--- src/rtl/fc_cim_arbiter_if.sv ---
// Bundle of everything that passes between the FC-layer requesters, the
// arbiter and the shared CIM tile group. Signal names follow the arbiter's
// point of view: i_* are arbiter inputs and o_* are arbiter outputs.
interface fc_cim_arbiter_if #(
   parameter int NUM_REQ       = 2,
   parameter int BUS_WIDTH     = 16,
   parameter int V_CIM_TILES   = 8,
   parameter int NUM_ADDR      = 64,
   parameter int NUM_ADDR_OBUF = 16
) ();
   localparam int DW      = BUS_WIDTH * V_CIM_TILES;
   localparam int ADDR_W  = $clog2(NUM_ADDR);
   localparam int OADDR_W = $clog2(NUM_ADDR_OBUF);

   // requester side
   logic [NUM_REQ-1:0]              i_req;
   logic [NUM_REQ-1:0][DW-1:0]      i_req_data;
   logic [NUM_REQ-1:0]              i_req_we;
   logic [NUM_REQ-1:0]              i_req_start;
   logic [NUM_REQ-1:0][ADDR_W-1:0]  i_req_rd_addr;
   logic [NUM_REQ-1:0][OADDR_W-1:0] i_req_obuf_addr;
   logic [NUM_REQ-1:0]              o_grant;
   logic [NUM_REQ-1:0]              o_req_cim_ready;
   logic                            o_busy;

   // tile side
   logic [DW-1:0]                   o_cim_data;
   logic                            o_cim_we;
   logic                            o_cim_start;
   logic [ADDR_W-1:0]               o_cim_rd_addr;
   logic [OADDR_W-1:0]              o_cim_obuf_addr;
   logic                            i_cim_ready;

   // arbiter view
   modport slave (
      input  i_req, i_req_data, i_req_we, i_req_start, i_req_rd_addr,
             i_req_obuf_addr, i_cim_ready,
      output o_grant, o_req_cim_ready, o_busy, o_cim_data, o_cim_we,
             o_cim_start, o_cim_rd_addr, o_cim_obuf_addr
   );

   // requesters + tiles view
   modport master (
      output i_req, i_req_data, i_req_we, i_req_start, i_req_rd_addr,
             i_req_obuf_addr, i_cim_ready,
      input  o_grant, o_req_cim_ready, o_busy, o_cim_data, o_cim_we,
             o_cim_start, o_cim_rd_addr, o_cim_obuf_addr
   );
endinterface

--- src/rtl/fc_cim_arbiter.sv ---
// Round-robin lock arbiter sharing one CIM tile group between NUM_REQ
// FC-layer controllers. A winner keeps the tiles for its whole job; the lock
// is released only once its request is gone and the tiles report ready.
//
// state    | meaning
// ---------+---------------------------------------------------------------
// ST_IDLE  | no owner, tile outputs all 0; arbitrate from ptr_q with wrap
// ST_GRANT | owner's data/we/start/addresses pass straight to the tiles
// ST_DRAIN | owner dropped its request, tiles still busy; we/start blocked
module fc_cim_arbiter #(
   parameter int NUM_REQ       = 2,
   parameter int BUS_WIDTH     = 16,
   parameter int V_CIM_TILES   = 8,
   parameter int NUM_ADDR      = 64,
   parameter int NUM_ADDR_OBUF = 16
) (
   input logic              clk,
   input logic              rst,
   fc_cim_arbiter_if.slave  bus
);
   localparam int DW      = BUS_WIDTH * V_CIM_TILES;
   localparam int ADDR_W  = $clog2(NUM_ADDR);
   localparam int OADDR_W = $clog2(NUM_ADDR_OBUF);
   localparam int PTR_W   = (NUM_REQ > 1) ? $clog2(NUM_REQ) : 1;

   typedef enum logic [1:0] {
      ST_IDLE  = 2'd0,
      ST_GRANT = 2'd1,
      ST_DRAIN = 2'd2
   } state_t;

   state_t             state_q, state_d;
   logic [NUM_REQ-1:0] grant_q, grant_d;
   logic [PTR_W-1:0]   ptr_q, ptr_d;

   logic               found;
   logic [PTR_W-1:0]   winner;
   logic               owner_req;

   logic [DW-1:0]      mux_data;
   logic               mux_we;
   logic               mux_start;
   logic [ADDR_W-1:0]  mux_rd_addr;
   logic [OADDR_W-1:0] mux_obuf_addr;

   // Rotating search: first set request at or after ptr_q, wrapping at NUM_REQ.
   always_comb begin
      logic [PTR_W:0]   sum;
      logic [PTR_W-1:0] idx;
      found  = 1'b0;
      winner = '0;
      sum    = '0;
      idx    = '0;
      for (int i = 0; i < NUM_REQ; i++) begin
         sum = {1'b0, ptr_q} + (PTR_W+1)'(i);
         if (sum >= (PTR_W+1)'(NUM_REQ)) begin
            sum = sum - (PTR_W+1)'(NUM_REQ);
         end
         idx = sum[PTR_W-1:0];
         if (!found && bus.i_req[idx]) begin
            found  = 1'b1;
            winner = idx;
         end
      end
   end

   assign owner_req = |(bus.i_req & grant_q);

   // Next-state logic: lock on win, release through IDLE so there is always
   // one empty cycle between owners.
   always_comb begin
      state_d = state_q;
      grant_d = grant_q;
      ptr_d   = ptr_q;
      case (state_q)
         ST_IDLE: begin
            if (found) begin
               state_d = ST_GRANT;
               grant_d = NUM_REQ'(1) << winner;
               ptr_d   = (winner == PTR_W'(NUM_REQ - 1)) ? '0 : winner + PTR_W'(1);
            end
         end
         ST_GRANT: begin
            if (!owner_req) begin
               if (bus.i_cim_ready) begin
                  state_d = ST_IDLE;
                  grant_d = '0;
               end else begin
                  state_d = ST_DRAIN;
               end
            end
         end
         ST_DRAIN: begin
            // a request reasserted here is deliberately ignored
            if (bus.i_cim_ready) begin
               state_d = ST_IDLE;
               grant_d = '0;
            end
         end
         default: begin
            state_d = ST_IDLE;
            grant_d = '0;
         end
      endcase
   end

   // State, grant and round-robin pointer registers.
   always_ff @(posedge clk or negedge rst) begin
      if (!rst) begin
         state_q <= ST_IDLE;
         grant_q <= '0;
         ptr_q   <= '0;
      end else begin
         state_q <= state_d;
         grant_q <= grant_d;
         ptr_q   <= ptr_d;
      end
   end

   // AND-OR mux off the one-hot grant; zero grant gives all-zero outputs.
   always_comb begin
      mux_data      = '0;
      mux_we        = 1'b0;
      mux_start     = 1'b0;
      mux_rd_addr   = '0;
      mux_obuf_addr = '0;
      for (int k = 0; k < NUM_REQ; k++) begin
         if (grant_q[k]) begin
            mux_data      = mux_data      | bus.i_req_data[k];
            mux_we        = mux_we        | bus.i_req_we[k];
            mux_start     = mux_start     | bus.i_req_start[k];
            mux_rd_addr   = mux_rd_addr   | bus.i_req_rd_addr[k];
            mux_obuf_addr = mux_obuf_addr | bus.i_req_obuf_addr[k];
         end
      end
   end

   assign bus.o_grant         = grant_q;
   assign bus.o_req_cim_ready = {NUM_REQ{bus.i_cim_ready}} & grant_q;
   assign bus.o_busy          = (state_q != ST_IDLE);
   assign bus.o_cim_data      = mux_data;
   assign bus.o_cim_we        = mux_we    & (state_q == ST_GRANT);
   assign bus.o_cim_start     = mux_start & (state_q == ST_GRANT);
   assign bus.o_cim_rd_addr   = mux_rd_addr;
   assign bus.o_cim_obuf_addr = mux_obuf_addr;

endmodule

--- src/flat_wrapper.sv ---
// flat-port wrapper written by rule: the top's interface ports become plain ports
module fc_cim_arbiter_flat 
#(
   parameter int NUM_REQ       = 2,
   parameter int BUS_WIDTH     = 16,
   parameter int V_CIM_TILES   = 8,
   parameter int NUM_ADDR      = 64,
   parameter int NUM_ADDR_OBUF = 16
)
  (clk, rst, bus_i_req, bus_i_req_data, bus_i_req_we, bus_i_req_start, bus_i_req_rd_addr, bus_i_req_obuf_addr, bus_i_cim_ready, bus_o_grant, bus_o_req_cim_ready, bus_o_busy, bus_o_cim_data, bus_o_cim_we, bus_o_cim_start, bus_o_cim_rd_addr, bus_o_cim_obuf_addr);
  fc_cim_arbiter_if #(.NUM_REQ(NUM_REQ), .BUS_WIDTH(BUS_WIDTH), .V_CIM_TILES(V_CIM_TILES), .NUM_ADDR(NUM_ADDR), .NUM_ADDR_OBUF(NUM_ADDR_OBUF)) bus_i ();
  input logic clk;
  input logic rst;
  input wire logic [$bits(bus_i.i_req)-1:0] bus_i_req;
  input wire logic [$bits(bus_i.i_req_data)-1:0] bus_i_req_data;
  input wire logic [$bits(bus_i.i_req_we)-1:0] bus_i_req_we;
  input wire logic [$bits(bus_i.i_req_start)-1:0] bus_i_req_start;
  input wire logic [$bits(bus_i.i_req_rd_addr)-1:0] bus_i_req_rd_addr;
  input wire logic [$bits(bus_i.i_req_obuf_addr)-1:0] bus_i_req_obuf_addr;
  input wire logic [$bits(bus_i.i_cim_ready)-1:0] bus_i_cim_ready;
  output wire logic [$bits(bus_i.o_grant)-1:0] bus_o_grant;
  output wire logic [$bits(bus_i.o_req_cim_ready)-1:0] bus_o_req_cim_ready;
  output wire logic [$bits(bus_i.o_busy)-1:0] bus_o_busy;
  output wire logic [$bits(bus_i.o_cim_data)-1:0] bus_o_cim_data;
  output wire logic [$bits(bus_i.o_cim_we)-1:0] bus_o_cim_we;
  output wire logic [$bits(bus_i.o_cim_start)-1:0] bus_o_cim_start;
  output wire logic [$bits(bus_i.o_cim_rd_addr)-1:0] bus_o_cim_rd_addr;
  output wire logic [$bits(bus_i.o_cim_obuf_addr)-1:0] bus_o_cim_obuf_addr;
  assign bus_i.i_req = bus_i_req;
  assign bus_i.i_req_data = bus_i_req_data;
  assign bus_i.i_req_we = bus_i_req_we;
  assign bus_i.i_req_start = bus_i_req_start;
  assign bus_i.i_req_rd_addr = bus_i_req_rd_addr;
  assign bus_i.i_req_obuf_addr = bus_i_req_obuf_addr;
  assign bus_i.i_cim_ready = bus_i_cim_ready;
  assign bus_o_grant = bus_i.o_grant;
  assign bus_o_req_cim_ready = bus_i.o_req_cim_ready;
  assign bus_o_busy = bus_i.o_busy;
  assign bus_o_cim_data = bus_i.o_cim_data;
  assign bus_o_cim_we = bus_i.o_cim_we;
  assign bus_o_cim_start = bus_i.o_cim_start;
  assign bus_o_cim_rd_addr = bus_i.o_cim_rd_addr;
  assign bus_o_cim_obuf_addr = bus_i.o_cim_obuf_addr;
  fc_cim_arbiter #(.NUM_REQ(NUM_REQ), .BUS_WIDTH(BUS_WIDTH), .V_CIM_TILES(V_CIM_TILES), .NUM_ADDR(NUM_ADDR), .NUM_ADDR_OBUF(NUM_ADDR_OBUF)) u_core (.clk(clk), .rst(rst), .bus(bus_i));
endmodule
--- config.mk ---
export PLATFORM = sky130hd
export DESIGN_NAME = fc_cim_arbiter_flat
export DESIGN_NICKNAME = d
export VERILOG_FILES = /design/src/rtl/fc_cim_arbiter_if.sv /design/src/rtl/fc_cim_arbiter.sv /design/src/flat_wrapper.sv
export SDC_FILE = /design/constraint.sdc
export NUM_CORES = 1
export LEC_CHECK = 0
export BUFFER_PORTS_ARGS = -buffer_cell sky130_fd_sc_hd__buf_2
export CORE_AREA = 2 2 165 167
export DETAILED_ROUTE_END_ITERATION = 10
export DIE_AREA = 0 0 167 169
export SKIP_CTS_REPAIR_TIMING = 1
export SYNTH_ARGS = -nofsm -noshare
export SYNTH_HDL_FRONTEND = slang
export SYNTH_SLANG_ARGS = --single-unit
--- constraint.sdc ---
create_clock -name clk -period 1.4 [get_ports clk]
set_input_delay 0.28 -clock clk [delete_from_list [all_inputs] [get_ports clk]]
set_output_delay 0.28 -clock clk [all_outputs]
set_load 0.02 [all_outputs]
### Word-level counts from Yosys, hierarchy flattened

Index checks and enable logic that the tools add are counted.

| word-level totals | value |
|---|---|
| register bits after elaboration | 5 |

| cells by class | value |
|---|---|
| bitwise logic cells | 9 |
| reduce and logical (&&, ||, !) cells | 8 |
| equal/unequal tests | 5 |
| add/sub/neg operators | 4 |
| multiplexer cells | 30 |
| shift operators | 1 |
| magnitude comparators | 4 |

Operators by type and width:

| kind | count |
|---|---|
| $mux 128 | 2 |
| $or 128x128->128 | 1 |
| $mux 1 | 15 |
| $mux 2 | 7 |
| $mux 6 | 2 |
| $pmux 2 s3 | 2 |
| $mux 4 | 2 |
| $or 6x6->6 | 1 |
| $and 2x2->2 | 2 |
| $lt 1x2->1 const B | 2 |
| $ne 2x2->1 const B | 2 |
| $or 4x4->4 | 1 |
| $reduce_and 2->1 | 2 |
| $reduce_and 3->1 | 1 |
| $add 1x1->2 const B | 1 |
| $and 1x1->1 | 2 |
| $eq 2x1->1 const B | 1 |
| $eq 2x2->1 const B | 1 |
| $ge 1x2->1 const B | 1 |
| $ge 2x2->1 const B | 1 |
| $logic_not 2->1 | 1 |
| $ne 2x1->1 const B | 1 |
| $or 1x1->1 | 2 |
| $reduce_bool 2->1 | 1 |
| other kinds (6) | 7 |

### Longest topological paths before layout

Gate-level depths: netlist of the first run.

| logic depth | value |
|---|---|
| depth after elaboration | 11 |
| depth in mapped cells | 5 |
| gate-level depth less buffers | 5 |

### Worst setup path before layout of the first run

OpenSTA, ideal clock, no wires.

| timing | value |
|---|---|
| path kind | register -> output |
| from | register u_core.grant_q[0] (netlist: u_core.bus.o_grant[0]) |
| to | output bus_o_cim_data[100] |
| cell stages (with the launch flop) | 5 |
| data required time | 1.120 ns |
| arrival time | 1.352 ns |
| setup slack | -0.232 ns |
| path through | dfrtp_1 > buf_4 > buf_2 > buf_1 > a22o_1 |

| on the way | value |
|---|---|
| word-level cells in the longest chain between the ends | 3 |

Ends and longest elaborated chain:

| element | RTL line | source |
|---|---|---|
| start, declared | fc_cim_arbiter.sv:33 | `logic [NUM_REQ-1:0] grant_q, grant_d;` |
| start signal, assigned | fc_cim_arbiter.sv:115 | `grant_q <= grant_d;` |
| $mux 128 * | fc_cim_arbiter.sv:128 | `if (grant_q[k]) begin` |
| $or 128x128->128 | fc_cim_arbiter.sv:129 | `mux_data = mux_data \| bus.i_req_data[k];` |
| $mux 128 * | fc_cim_arbiter.sv:128 |  |
| end, declared | flat_wrapper.sv:24 | `output wire logic [$bits(bus_i.o_cim_data)-1:0] bus_o_cim_data;` |

Every way passes the cells marked *; elsewhere a longest branch is shown, timed or not.

### Final worst setup path of the first run

| timing | value |
|---|---|
| from | register u_core.grant_q[1] (netlist: u_core.bus.o_grant[1]) |
| to | output bus_o_cim_data[126] |

| on the way | value |
|---|---|
| word-level cells in the longest chain between the ends | 1 |

Ends and longest elaborated chain:

| element | RTL line |
|---|---|
| $mux 128 | fc_cim_arbiter.sv:128 |

Every way passes these cells.

==> impl_summary.log, run 1 <==
[metrics] total power divided by cell area: 1700 mW/mm^2
[metrics] CTS Sinks: 5
[metrics] Max clock buf depth: 2
[metrics] switching power summed over all nets: 4.97 mW
[metrics] number of synthesized flops with an enable pin: 0
[metrics] Die X-Extent: 167 um
[metrics] most area-consuming cells after synthesis: sky130_fd_sc_hd__a22o_1 (71%), sky130_fd_sc_hd__dfrtp_1 (7.3%), sky130_fd_sc_hd__clkbuf_1 (5.1%), sky130_fd_sc_hd__ha_1 (2.2%), sky130_fd_sc_hd__a32o_1 (1.8%)
[metrics] final hold violation count: 0
[metrics] number of setup violations in the final report: around 150
[metrics] top cell type's share of synthesized area: 0.714
[metrics] number of register bits inferred by synthesis: 5
[metrics] count of different cell masters after synthesis: 23
[metrics] minimum clock period: 1.76 ns
[metrics] CTS H-Tree Depth: 1
[metrics] post-detailed-routing wire length: between 15 and 20 mm
[metrics] RSZ-0062 raised after global routing: yes
[metrics] last weighted congestion value of the routability-driven placer: between 0.7 and 0.8
[metrics] Chip Height: between 150 and 200 um
[metrics] largest incremental delay on the critical path: around 0.53 ns
[metrics] area after detailed placement: about 0.0050 mm^2
[metrics] std cell rows: 60
[metrics] count of antenna diodes in the layout: 0
[metrics] number of ports placed on the die boundary: 430
[metrics] MaxCap Viol Count: 0
[metrics] type of the tightest min-delay check: primary input to register
[metrics] CP Cell Sequence: buf_8, buf_4, a22o_4, buf_2
[metrics] maximum number of pins on one net before global-route repair: 79
[metrics] clock skew: 0.000626 ns
[metrics] remaining design rule violation count: 0
[metrics] non-filler instance count after layout: between 900 and 1000
[metrics] standby leakage power: 3.34 nW
[metrics] end of the worst register-to-register path: u_core.state_q[1]$_DFFE_PN0P_
[metrics] layout overhead on the synthesized area: 251%
[metrics] sequential power share: 0.029
[metrics] initial antenna violation count: 2
[metrics] Starting DRT DRC Count: 128
[metrics] Crit-path slowest cell: sky130_fd_sc_hd__dfrtp_4
[metrics] detailed-placement wirelength estimate: 12.6 mm
[metrics] routed via count divided by cell count: 3.91
[metrics] layout cell share with drive strength beyond 1: 0.857
[metrics] final instance area: ~0.0060 mm^2
[metrics] category of the most critical setup path: register to primary output
[metrics] result of the run: finished with violations
[metrics] synth cell count leaders: sky130_fd_sc_hd__a22o_1 (139), sky130_fd_sc_hd__clkbuf_1 (23), sky130_fd_sc_hd__dfrtp_1 (5), sky130_fd_sc_hd__inv_1 (5)
[metrics] worst voltage drop across the vdd grid: 726 uV
[metrics] critical hold path startpoint: bus_i_req[0]
[metrics] ys async rst share: 1.00
[metrics] post-synthesis instance area: around 0.0017 mm^2
[metrics] filler cell count: roughly 2900
[metrics] Inserted Clock Buffers: 3
[metrics] Least-Margin Pin Slew: roughly 0.27 ns
[metrics] share of power burned in the clock network: 0.046
[metrics] pre-CTS WS: -0.180 ns
[metrics] Worst Setup End Kind: primary output
[metrics] critical path startpoint: u_core.bus.o_grant[1]$_DFFE_PN0P_
[metrics] Setup crit start kind: register
[metrics] number of global-route vias before repair: around 3600
[metrics] later-pin clock latency in the skew report: around 0.23 ns
[metrics] most instantiated flip-flop cell in the synthesis netlist: sky130_fd_sc_hd__dfrtp_1
[metrics] total core area: around 0.027 mm^2
[metrics] Final period util: 1.26
[metrics] final antenna-violating net count: 0
[metrics] Switching Fraction: 0.487
[metrics] combinational cell fraction of total power: 0.925
[metrics] register-to-register setup slack: -0.21 ns
[metrics] global-route wire length before repair: between 15 and 20 mm
[metrics] via count: approximately 3900
[metrics] Post-layout nets: between 900 and 1000
[metrics] achievable clock frequency: about 570 MHz
[metrics] wire per inst: approximately 19 um
[metrics] CTS root buffer: sky130_fd_sc_hd__clkbuf_16
[metrics] violations in the final reports: negative setup slack
[metrics] total number of yosys warnings: 0
[metrics] Remaining Overflow, GRT: 0
[metrics] Max Transition Viols Final: 0
[metrics] arrival time of the worst setup path: about 1.5 ns
[metrics] final core area utilization: 0.226
[metrics] post-synthesis sequential area ratio: 0.0734
[metrics] maximum net fanout on the critical path: 6
[metrics] Crit path required time: 1.12 ns
[metrics] quantity of I/O buffers inserted on ports: between 400 and 500
[metrics] # placed instances: ~960
[metrics] timing endpoint of the critical path: bus_o_cim_data[126]
[metrics] synthesized area divided by synthesized cell count: 8.08 um^2
[metrics] worst max-slew margin expressed relative to the limit: 0.820
[metrics] Synth area leader: sky130_fd_sc_hd__a22o_1
[metrics] most common cell in the netlist: sky130_fd_sc_hd__a22o_1
[metrics] cell internal pwr: 5.23 mW
[metrics] initial standard-cell utilization of the core: 0.0644
[metrics] First-pass DRT Iterations: 4
[metrics] startpoint of the most critical register-to-register path: u_core.bus.o_grant[1]$_DFFE_PN0P_
[metrics] length in cells of the worst reg-to-reg path: 4
[metrics] CTS tree: yes
[metrics] post-layout worst setup margin: -0.363 ns
[metrics] clock transition at the registers of the reported paths: ~0.030 ns
[metrics] Total Routing Usage GR: 0.0901
[metrics] number of nets in the synthesized netlist: 499
[metrics] post-synthesis instance total: approximately 210
[metrics] setup TNS: -47.60 ns
[metrics] Total Die Area: roughly 0.028 mm^2
[layer usage]
layer | global-route usage | wire length, um | vias up
met1 | 0.108 | 7480 | 1798
li1 | - | - | 1790
met5 | 0 | 30 | -
met2 | 0.171 | 9990 | 265
met3 | 0.0168 | 1370 | 15
met4 | 0.0101 | 125 | 4
[flip-flops by register name, summed over array words and instances (netlist names)]
register / count
u_core.bus.o_grant: 2
u_core.ptr_q: 1
u_core.state_q: 2
[stage by stage]
step                hold slack, ns  power, mW
floorplan                  -0.0156       5.59
global placement             0.102       7.48
detailed placement           0.106       7.56
CTS                         -0.129       8.06
global route                 0.425       10.7
finish                       0.389       10.2
[cells by family (layout without fill, tap and decap cells)]
group | count (synthesis) | count (layout) | synth area share
AOI/OAI and AO/OA | 152 | 152 | 0.773
adders and majority gates | 3 | 3 | 0.0220
buffers and inverters | 37 | 475 | 0.0910
DFF | 5 | 5 | 0.0734
and+or+nand+nor | 14 | 14 | 0.0403
[final cells by class]
cell class                 count  area [um^2]  area share
inverter                       5         18.8     0.00313
clock buffer                   4         78.8      0.0132
sequential                     5          133      0.0221
multi-input combinational    169         2130       0.356
tap                          341          427      0.0712
timing repair buffer         466         3200       0.535
[worst min path at each step]
stage,to,cells after the start
after global placement,u_core.state_q[0]$_DFFE_PN0P_,1
after CTS,u_core.bus.o_grant[1]$_DFFE_PN0P_,1
after detailed placement,u_core.state_q[0]$_DFFE_PN0P_,1
after floorplan,u_core.bus.o_grant[0]$_DFFE_PN0P_,0
after global routing,u_core.ptr_q$_DFFE_PN0P_,3
final,u_core.ptr_q$_DFFE_PN0P_,3
[cell usage in the layout, fill, tap and decap left out, types with 2 or more instances in the layout]
cell                        count
sky130_fd_sc_hd__and2_2         2
sky130_fd_sc_hd__dfrtp_4        2
sky130_fd_sc_hd__dfrtp_1        3
sky130_fd_sc_hd__buf_6         67
sky130_fd_sc_hd__buf_16         4
sky130_fd_sc_hd__a22oi_1        3
sky130_fd_sc_hd__inv_1          2
sky130_fd_sc_hd__clkbuf_16     14
sky130_fd_sc_hd__ha_1           2
sky130_fd_sc_hd__a32o_1         3
sky130_fd_sc_hd__nand2_1        4
sky130_fd_sc_hd__a22o_4        78
sky130_fd_sc_hd__buf_12         6
sky130_fd_sc_hd__nor2_1         3
sky130_fd_sc_hd__buf_2        365
sky130_fd_sc_hd__buf_8          2
sky130_fd_sc_hd__a21oi_1        2
sky130_fd_sc_hd__buf_4         10
sky130_fd_sc_hd__a22o_1        61
sky130_fd_sc_hd__inv_2          3
[worst max-delay path, delay by kind of cell (launching register included)]
kind | cells | cell delay (ns)
buffers and inverters | 3 | 0.50
AO/OA/AOI/OAI | 1 | 0.23
flip-flops | 1 | 0.53
[power groups by stage]
stage	combinational (mW)	clock, mW	sequential (mW)
after global placement	7.19	0	0.295
final	9.43	0.469	0.299
after floorplan	5.31	0	0.276
after CTS	7.28	0.476	0.299
after global routing	9.94	0.489	0.310
after detailed placement	7.26	0	0.299
Note: power is estimated with default switching activity, not from simulation.
==> run 2, diff against run 1 <==
--- a/config.mk
+++ b/config.mk
@@ -6,9 +6,12 @@
 export NUM_CORES = 1
 export LEC_CHECK = 0
 export BUFFER_PORTS_ARGS = -buffer_cell sky130_fd_sc_hd__buf_2
-export CORE_AREA = 2 2 165 167
+export CELL_PAD_IN_SITES_DETAIL_PLACEMENT = 0
+export CELL_PAD_IN_SITES_GLOBAL_PLACEMENT = 1
+export CORE_AREA = 2 2 169 171
 export DETAILED_ROUTE_END_ITERATION = 10
-export DIE_AREA = 0 0 167 169
+export DIE_AREA = 0 0 171 173
+export PLACE_DENSITY_LB_ADDON = 0.1
 export SKIP_CTS_REPAIR_TIMING = 1
 export SYNTH_ARGS = -nofsm -noshare
 export SYNTH_HDL_FRONTEND = slang
==> run 2 against run 1 <==
Against the previous run:
- fmax increased by 0.51%
- sequential share of layout area is essentially flat
- critical path type unchanged
- design area fell by 1.8%
- the run still ends with negative setup slack left
==> impl_summary.log, run 2 (synthesized netlist as in run 1, its figures left out) <==
[metrics] type of the tightest min-delay check: primary input to register
[metrics] end of the worst register-to-register path: u_core.state_q[1]$_DFFE_PN0P_
[metrics] Setup crit start kind: register
[metrics] non-filler instance count after layout: 1030 (+4.0%)
[metrics] Least-Margin Pin Slew: 0.299 ns (+0.0294 ns)
[metrics] later-pin clock latency in the skew report: 0.23 ns (about the same)
[metrics] wire per inst: 16.3 um (-15%)
[metrics] total power divided by cell area: 1620 mW/mm^2 (-5.1%)
[metrics] final hold violation count: 0 (unchanged)
[metrics] area of the multi-input gates: 0.00216 mm^2 (+1.2%)
[metrics] total design power: 9.50 mW (-6.8%)
[metrics] initial standard-cell utilization of the core: 0.0617 (-0.00263)
[metrics] worst hold-check slack: 0.400 ns (+0.0114 ns)
[metrics] post-detailed-routing wire length: 16.8 mm (-12%)
[metrics] Remaining Overflow, GRT: 0 (unchanged)
[metrics] Inserted Clock Buffers: 3 (unchanged)
[metrics] CTS root buffer: sky130_fd_sc_hd__clkbuf_16
[metrics] Chip Height: 173 um (+2.4%)
[metrics] CTS Sinks: 5 (unchanged)
[metrics] arrival time of the worst setup path: 1.47 ns (about the same)
[metrics] standby leakage power: 3.30 nW (-1.4%)
[metrics] worst voltage drop across the vdd grid: 490 uV (-33%)
[metrics] routed via count divided by cell count: 3.62 (-7.5%)
[metrics] length in cells of the worst reg-to-reg path: 5 (+1)
[metrics] most common cell after layout, fill and taps aside: sky130_fd_sc_hd__buf_2
[metrics] detailed-placement wirelength estimate: 14.2 mm (+13%)
[metrics] maximum number of pins on one net before global-route repair: 61 (-23%)
[metrics] std cell rows: 61 (+1.7%)
[metrics] category of the most critical setup path: register to primary output
[metrics] Die X-Extent: 171 um (+2.4%)
[metrics] pre-CTS WS: -0.159 ns (+0.0206 ns)
[metrics] most used cells in the layout excluding fill and tap cells: sky130_fd_sc_hd__buf_2 (382), sky130_fd_sc_hd__a22o_4 (79), sky130_fd_sc_hd__a22o_1 (60), sky130_fd_sc_hd__buf_6 (46), sky130_fd_sc_hd__buf_4 (14)
[metrics] critical hold path startpoint: bus_i_req[0]
[metrics] Post-layout nets: 936 (-0.21%)
[metrics] achievable clock frequency: 570 MHz (+0.51%)
[metrics] total core area: 0.0276 mm^2 (+4.3%)
[metrics] Starting DRT DRC Count: 63 (-51%)
[metrics] number of setup violations in the final report: 149 (unchanged)
[metrics] final antenna-violating net count: 0 (unchanged)
[metrics] post-layout worst setup margin: -0.354 ns (+0.00895 ns)
[metrics] Total Die Area: 0.0296 mm^2 (+4.8%)
[metrics] startpoint of the most critical register-to-register path: u_core.bus.o_grant[1]$_DFFE_PN0P_
[metrics] global-route wire length before repair: 22.0 mm (+10%)
[metrics] Max clock buf depth: 2 (unchanged)
[metrics] quantity of I/O buffers inserted on ports: 429 (unchanged)
[metrics] clock skew: 0.00218 ns (+0.00155 ns)
[metrics] number of ports placed on the die boundary: 430 (unchanged)
[metrics] Total Routing Usage GR: 0.0968 (+0.00667)
[metrics] register-to-register setup slack: -0.32 ns (-0.11 ns)
[metrics] result of the run: finished with violations
[metrics] minimum clock period: 1.75 ns (-0.00895 ns)
[metrics] violations in the final reports: negative setup slack
[metrics] initial antenna violation count: 8 (+6)
[metrics] remaining design rule violation count: 0 (unchanged)
[metrics] CTS H-Tree Depth: 1 (unchanged)
[metrics] worst max-slew margin expressed relative to the limit: 0.801 (-0.0194)
[metrics] RSZ-0062 raised after global routing: yes
[metrics] layout overhead on the synthesized area: 245%
[metrics] MaxCap Viol Count: 0 (unchanged)
[metrics] Max Transition Viols Final: 0 (unchanged)
[metrics] hold-critical path depth: 3 (unchanged)
[metrics] First-pass DRT Iterations: 3 (-1)
[metrics] Final period util: 1.25 (-0.00639)
[metrics] # placed instances: 1009 (+5.3%)
[metrics] CTS tree: yes
[metrics] filler cell count: 3116 (+8.1%)
[metrics] via count: 3727 (-3.7%)
[metrics] layout cell share with drive strength beyond 1: 0.862 (+0.00574)
[metrics] maximum net fanout on the critical path: 41 (+35)
[metrics] number of global-route vias before repair: 3741 (+4.9%)
[metrics] Crit path required time: 1.12 ns (about the same)
[metrics] last weighted congestion value of the routability-driven placer: 0.727 (-8.1%)
[metrics] clock transition at the registers of the reported paths: 0.03 ns (about the same)
[metrics] Worst Hold End: u_core.ptr_q$_DFFE_PN0P_
[metrics] Worst Setup End Kind: primary output
[metrics] area taken by flip-flops and latches: 133 um^2 (unchanged)
run 2: cell types whose count changed in the layout (fill, tap and decap cells not counted), sizes merged:
| cell | delta |
|---|---|
| buf | +3 |
| diode | +5 |
| clkbuf | -5 |
run 2: worst max path at each step:
stage	from	end	depth (start not counted)	slack, ns
floorplan	u_core.bus.o_grant[0]$_DFFE_PN0P_	bus_o_cim_data[126]	4	-0.05
global placement	u_core.bus.o_grant[1]$_DFFE_PN0P_	u_core.state_q[1]$_DFFE_PN0P_	4	-0.13
detailed placement	u_core.bus.o_grant[1]$_DFFE_PN0P_	u_core.state_q[1]$_DFFE_PN0P_	4	-0.16
CTS	u_core.bus.o_grant[0]$_DFFE_PN0P_	bus_o_cim_start	4	-0.36
global route	u_core.bus.o_grant[0]$_DFFE_PN0P_	bus_o_cim_rd_addr[0]	3	-0.39
finish	u_core.bus.o_grant[0]$_DFFE_PN0P_	bus_o_cim_rd_addr[0]	3	-0.35
run 2: worst max-delay path, stage by stage, from the launching register on:
cell and delay [ns]:
sky130_fd_sc_hd__dfrtp_4 0.54, sky130_fd_sc_hd__buf_12 0.21, sky130_fd_sc_hd__a22o_4 0.29, sky130_fd_sc_hd__buf_2 0.16
run 2: layout make-up:
| class | instances | share of cell area |
|---|---|---|
| inverters | 5 | 0.00319 |
| repair buffers | 464 | 0.512 |
| clock buffers | 4 | 0.0134 |
| flip-flops and latches | 5 | 0.0226 |
| well taps | 378 | 0.0804 |
| diodes | 5 | 0.00213 |
| multi-input cells | 169 | 0.367 |
run 2: power breakdown:
part	leakage, nW	internal, mW	switching (mW)	total, mW
Sequential	0.0606	0.223	0.0935	0.316
Combinational	3.20	4.33	4.38	8.71
Clock	0.0382	0.378	0.0967	0.474
run 2: through the flow:
stage	instance area (um^2)	TNS, ns	utilization
5_1_grt	5870	-50.95	0.213
3_5_place_dp	5190	-10.87	0.188
6_report	5880	-45.30	0.213
2_1_floorplan	2620	-2.14	-
4_1_cts	5270	-45.94	0.191
3_3_place_gp	5190	-10.06	0.188
run 2: metal layers:
metal,routed length (um),track usage
met4,53,0.00742
met1,5450,0.0870
met3,1590,0.0279
met2,9610,0.212
met5,43,0
==> run 3, diff against run 2 <==
--- a/config.mk
+++ b/config.mk
@@ -12,6 +12,7 @@
 export DETAILED_ROUTE_END_ITERATION = 10
 export DIE_AREA = 0 0 171 173
 export PLACE_DENSITY_LB_ADDON = 0.1
+export SETUP_SLACK_MARGIN = 0.5
 export SKIP_CTS_REPAIR_TIMING = 1
 export SYNTH_ARGS = -nofsm -noshare
 export SYNTH_HDL_FRONTEND = slang
==> run 3 against run 2 <==
Against the previous run:
- the run still ends with negative setup slack left
- sequential share of layout area fell by 0.20 points
- clock power barely moved
- hold slack got worse by 0.016 ns
- clock skew fell by 0.00082 ns
- flip-flop and latch count did not move
- setup slack got worse by 0.017 ns
- die area did not move
- fmax fell by 0.94%
- count of clock-buffer cells in the layout did not move
- register-to-register slack improved by 0.06 ns
- core utilization rose by 2.0 points
- non-clock buffer count did not move
- largest power group unchanged
==> impl_summary.log, run 3 (synthesized netlist as in run 1, its figures left out) <==
[metrics] result of the run: finished with violations
[metrics] violations in the final reports: negative setup slack
[metrics] cell internal pwr: 5.54 mW (+12%)
[metrics] category of the most critical setup path: register to primary output
[metrics] final hold violation count: 0 (unchanged)
[metrics] remaining design rule violation count: 0 (unchanged)
[metrics] number of global-route vias before repair: 3835 (+2.5%)
[metrics] std cell rows: 61 (unchanged)
[metrics] setup TNS: -48.58 ns (-3.29 ns)
[metrics] Least-Margin Pin Slew: 0.226 ns (-0.0726 ns)
[metrics] later-pin clock latency in the skew report: 0.23 ns (about the same)
[metrics] Max Transition Viols Final: 0 (unchanged)
[metrics] via count: 3786 (+1.6%)
[metrics] initial standard-cell utilization of the core: 0.0617 (unchanged)
[metrics] share of power burned in the clock network: 0.045 (-0.005)
[metrics] sequential power share: 0.027 (-0.006)
[metrics] Switching Fraction: 0.470 (-0.0110)
[metrics] Worst Setup End Kind: primary output
[metrics] Remaining Overflow, GRT: 0 (unchanged)
[metrics] maximum number of pins on one net before global-route repair: 52 (-15%)
[metrics] worst max-slew margin expressed relative to the limit: 0.849 (+0.0481)
[metrics] standby leakage power: 3.62 nW (+9.9%)
[metrics] post-layout worst setup margin: -0.370 ns (-0.0166 ns)
[metrics] switching power summed over all nets: 4.91 mW (+7.4%)
[metrics] worst voltage drop across the vdd grid: 668 uV (+37%)
[metrics] critical hold path startpoint: bus_i_req[0]
[metrics] layout overhead on the synthesized area: 278%
[metrics] global-route wire length before repair: 23.0 mm (+4.6%)
[metrics] clock transition at the registers of the reported paths: 0.03 ns (about the same)
[metrics] First-pass DRT Iterations: 4 (+1)
[metrics] initial antenna violation count: 7 (-1)
[metrics] number of ports placed on the die boundary: 430 (unchanged)
[metrics] total power divided by cell area: 1620 mW/mm^2 (+0.31%)
[metrics] minimum clock period: 1.77 ns (+0.0166 ns)
[metrics] Final period util: 1.26 (+0.0118)
[metrics] achievable clock frequency: 565 MHz (-0.94%)
[metrics] end of the worst register-to-register path: u_core.bus.o_grant[1]$_DFFE_PN0P_
[metrics] Chip Height: 173 um (unchanged)
[metrics] Total Routing Usage GR: 0.100 (+0.00363)
[metrics] non-filler instance count after layout: 1029 (-0.097%)
[metrics] routed via count divided by cell count: 3.68 (+1.7%)
[metrics] Starting DRT DRC Count: 93 (+48%)
[metrics] met2 Resource Use GR: 0.204 (-0.00706)
[metrics] MaxCap Viol Count: 0 (unchanged)
[metrics] layout cell share with drive strength beyond 1: 0.952 (+0.0896)
[metrics] Total Die Area: 0.0296 mm^2 (unchanged)
[metrics] post-detailed-routing wire length: 18.2 mm (+8.9%)
[metrics] CTS H-Tree Depth: 1 (unchanged)
[metrics] register-to-register setup slack: -0.26 ns (+0.06 ns)
[metrics] gr busiest metal: met2
[metrics] last weighted congestion value of the routability-driven placer: 0.764 (+5.0%)
[metrics] most used cells in the layout excluding fill and tap cells: sky130_fd_sc_hd__buf_2 (380), sky130_fd_sc_hd__a22o_4 (137), sky130_fd_sc_hd__buf_6 (54), sky130_fd_sc_hd__clkbuf_16 (11), sky130_fd_sc_hd__buf_4 (7)
[metrics] number of setup violations in the final report: 149 (unchanged)
[metrics] Max clock buf depth: 2 (unchanged)
[metrics] # placed instances: 1002 (-0.69%)
[metrics] most common cell after layout, fill and taps aside: sky130_fd_sc_hd__buf_2
[metrics] CTS tree: yes
[metrics] total core area: 0.0276 mm^2 (unchanged)
[metrics] wire per inst: 17.7 um (+9.0%)
[metrics] pre-CTS WS: -0.163 ns (-0.00401 ns)
[metrics] maximum net fanout on the critical path: 12 (-71%)
[metrics] length in cells of the worst reg-to-reg path: 6 (+1)
[metrics] type of the tightest min-delay check: primary input to register
[metrics] Die X-Extent: 171 um (unchanged)
[metrics] global routing met3 resource utilization: 0.0352 (+0.00732)
[metrics] Worst Hold End: u_core.ptr_q$_DFFE_PN0P_
[metrics] Inserted Clock Buffers: 3 (unchanged)
[metrics] Post-layout nets: 936 (unchanged)
[metrics] quantity of I/O buffers inserted on ports: 429 (unchanged)
[metrics] hold-critical path depth: 3 (unchanged)
[metrics] clock skew: 0.00136 ns (-0.000820 ns)
[metrics] CTS Sinks: 5 (unchanged)
[metrics] CTS root buffer: sky130_fd_sc_hd__clkbuf_16
[metrics] arrival time of the worst setup path: 1.49 ns (+0.02 ns)
[metrics] Crit path required time: 1.12 ns (about the same)
[metrics] final core area utilization: 0.233 (+0.0205)
[metrics] Setup crit start kind: register
[metrics] final antenna-violating net count: 0 (unchanged)
[metrics] startpoint of the most critical register-to-register path: u_core.bus.o_grant[0]$_DFFE_PN0P_
[metrics] met1 demand-to-capacity share in global routing: 0.101 (+0.0144)
[metrics] combinational cell fraction of total power: 0.927 (+0.010)
[metrics] RSZ-0062 raised after global routing: yes
[metrics] detailed-placement wirelength estimate: 14.5 mm (+2.0%)
run 3: cell types whose count changed in the layout (fill, tap and decap cells not counted), sizes merged:
cell / before / now
buf: 457 / 455
clkbuf: 10 / 12
diode: 5 / 4
run 3: metal layers:
metal / part of all wire / wire, um
met1: 0.35 / 6460
met2: 0.54 / 9900
met3: 0.098 / 1790
met4: 0.0014 / 25
met5: 0.0030 / 55
run 3: layout make-up:
class | instances | area [um^2]
Antenna cell | 4 | 10.0
Timing Repair Buffer | 464 | 3070
Clock buffer | 4 | 78.8
Tap cell | 378 | 473
Sequential cell | 5 | 133
Fill cell | 3045 | 21200
Multi-Input combinational cell | 169 | 2660
Inverter | 5 | 21.3
run 3: worst max-delay path by stage:
stage / from / end / slack [ns] / cells past startpoint
finish: u_core.bus.o_grant[0]$_DFFE_PN0P_ / bus_o_cim_data[83] / -0.37 / 4
global placement: u_core.bus.o_grant[0]$_DFFE_PN0P_ / bus_o_cim_data[98] / -0.15 / 3
floorplan: u_core.bus.o_grant[0]$_DFFE_PN0P_ / bus_o_cim_data[126] / -0.05 / 4
CTS: u_core.bus.o_grant[0]$_DFFE_PN0P_ / bus_o_cim_data[105] / -0.41 / 3
detailed placement: u_core.bus.o_grant[1]$_DFFE_PN0P_ / bus_o_req_cim_ready[1] / -0.16 / 3
global route: u_core.bus.o_grant[0]$_DFFE_PN0P_ / bus_o_cim_data[6] / -0.40 / 4
run 3: per-stage QoR:
stage                     hold WS (ns)  cell area, um^2  power [mW]
after floorplan                -0.0156             3200        6.48
final                            0.384             6440        10.4
after global routing             0.415             6440        11.0
after CTS                       -0.131             5680        9.01
after global placement           0.105             5610        8.52
after detailed placement         0.106             5610        8.51
run 3: power by group through the flow:
stage / Clock (mW) / Sequential [mW] / Combinational [mW]
3_3_place_gp: 0 / 0.364 / 8.15
4_1_cts: 0.477 / 0.368 / 8.17
6_report: 0.475 / 0.286 / 9.69
5_1_grt: 0.492 / 0.294 / 10.3
2_1_floorplan: 0 / 0.281 / 6.20
3_5_place_dp: 0 / 0.370 / 8.14
run 3: worst max-delay path: stages, from the launching register on:
cell                        delay (ns)
sky130_fd_sc_hd__dfrtp_4          0.48
sky130_fd_sc_hd__buf_12           0.17
sky130_fd_sc_hd__clkbuf_16        0.19
sky130_fd_sc_hd__a22o_4           0.24
sky130_fd_sc_hd__buf_2            0.16
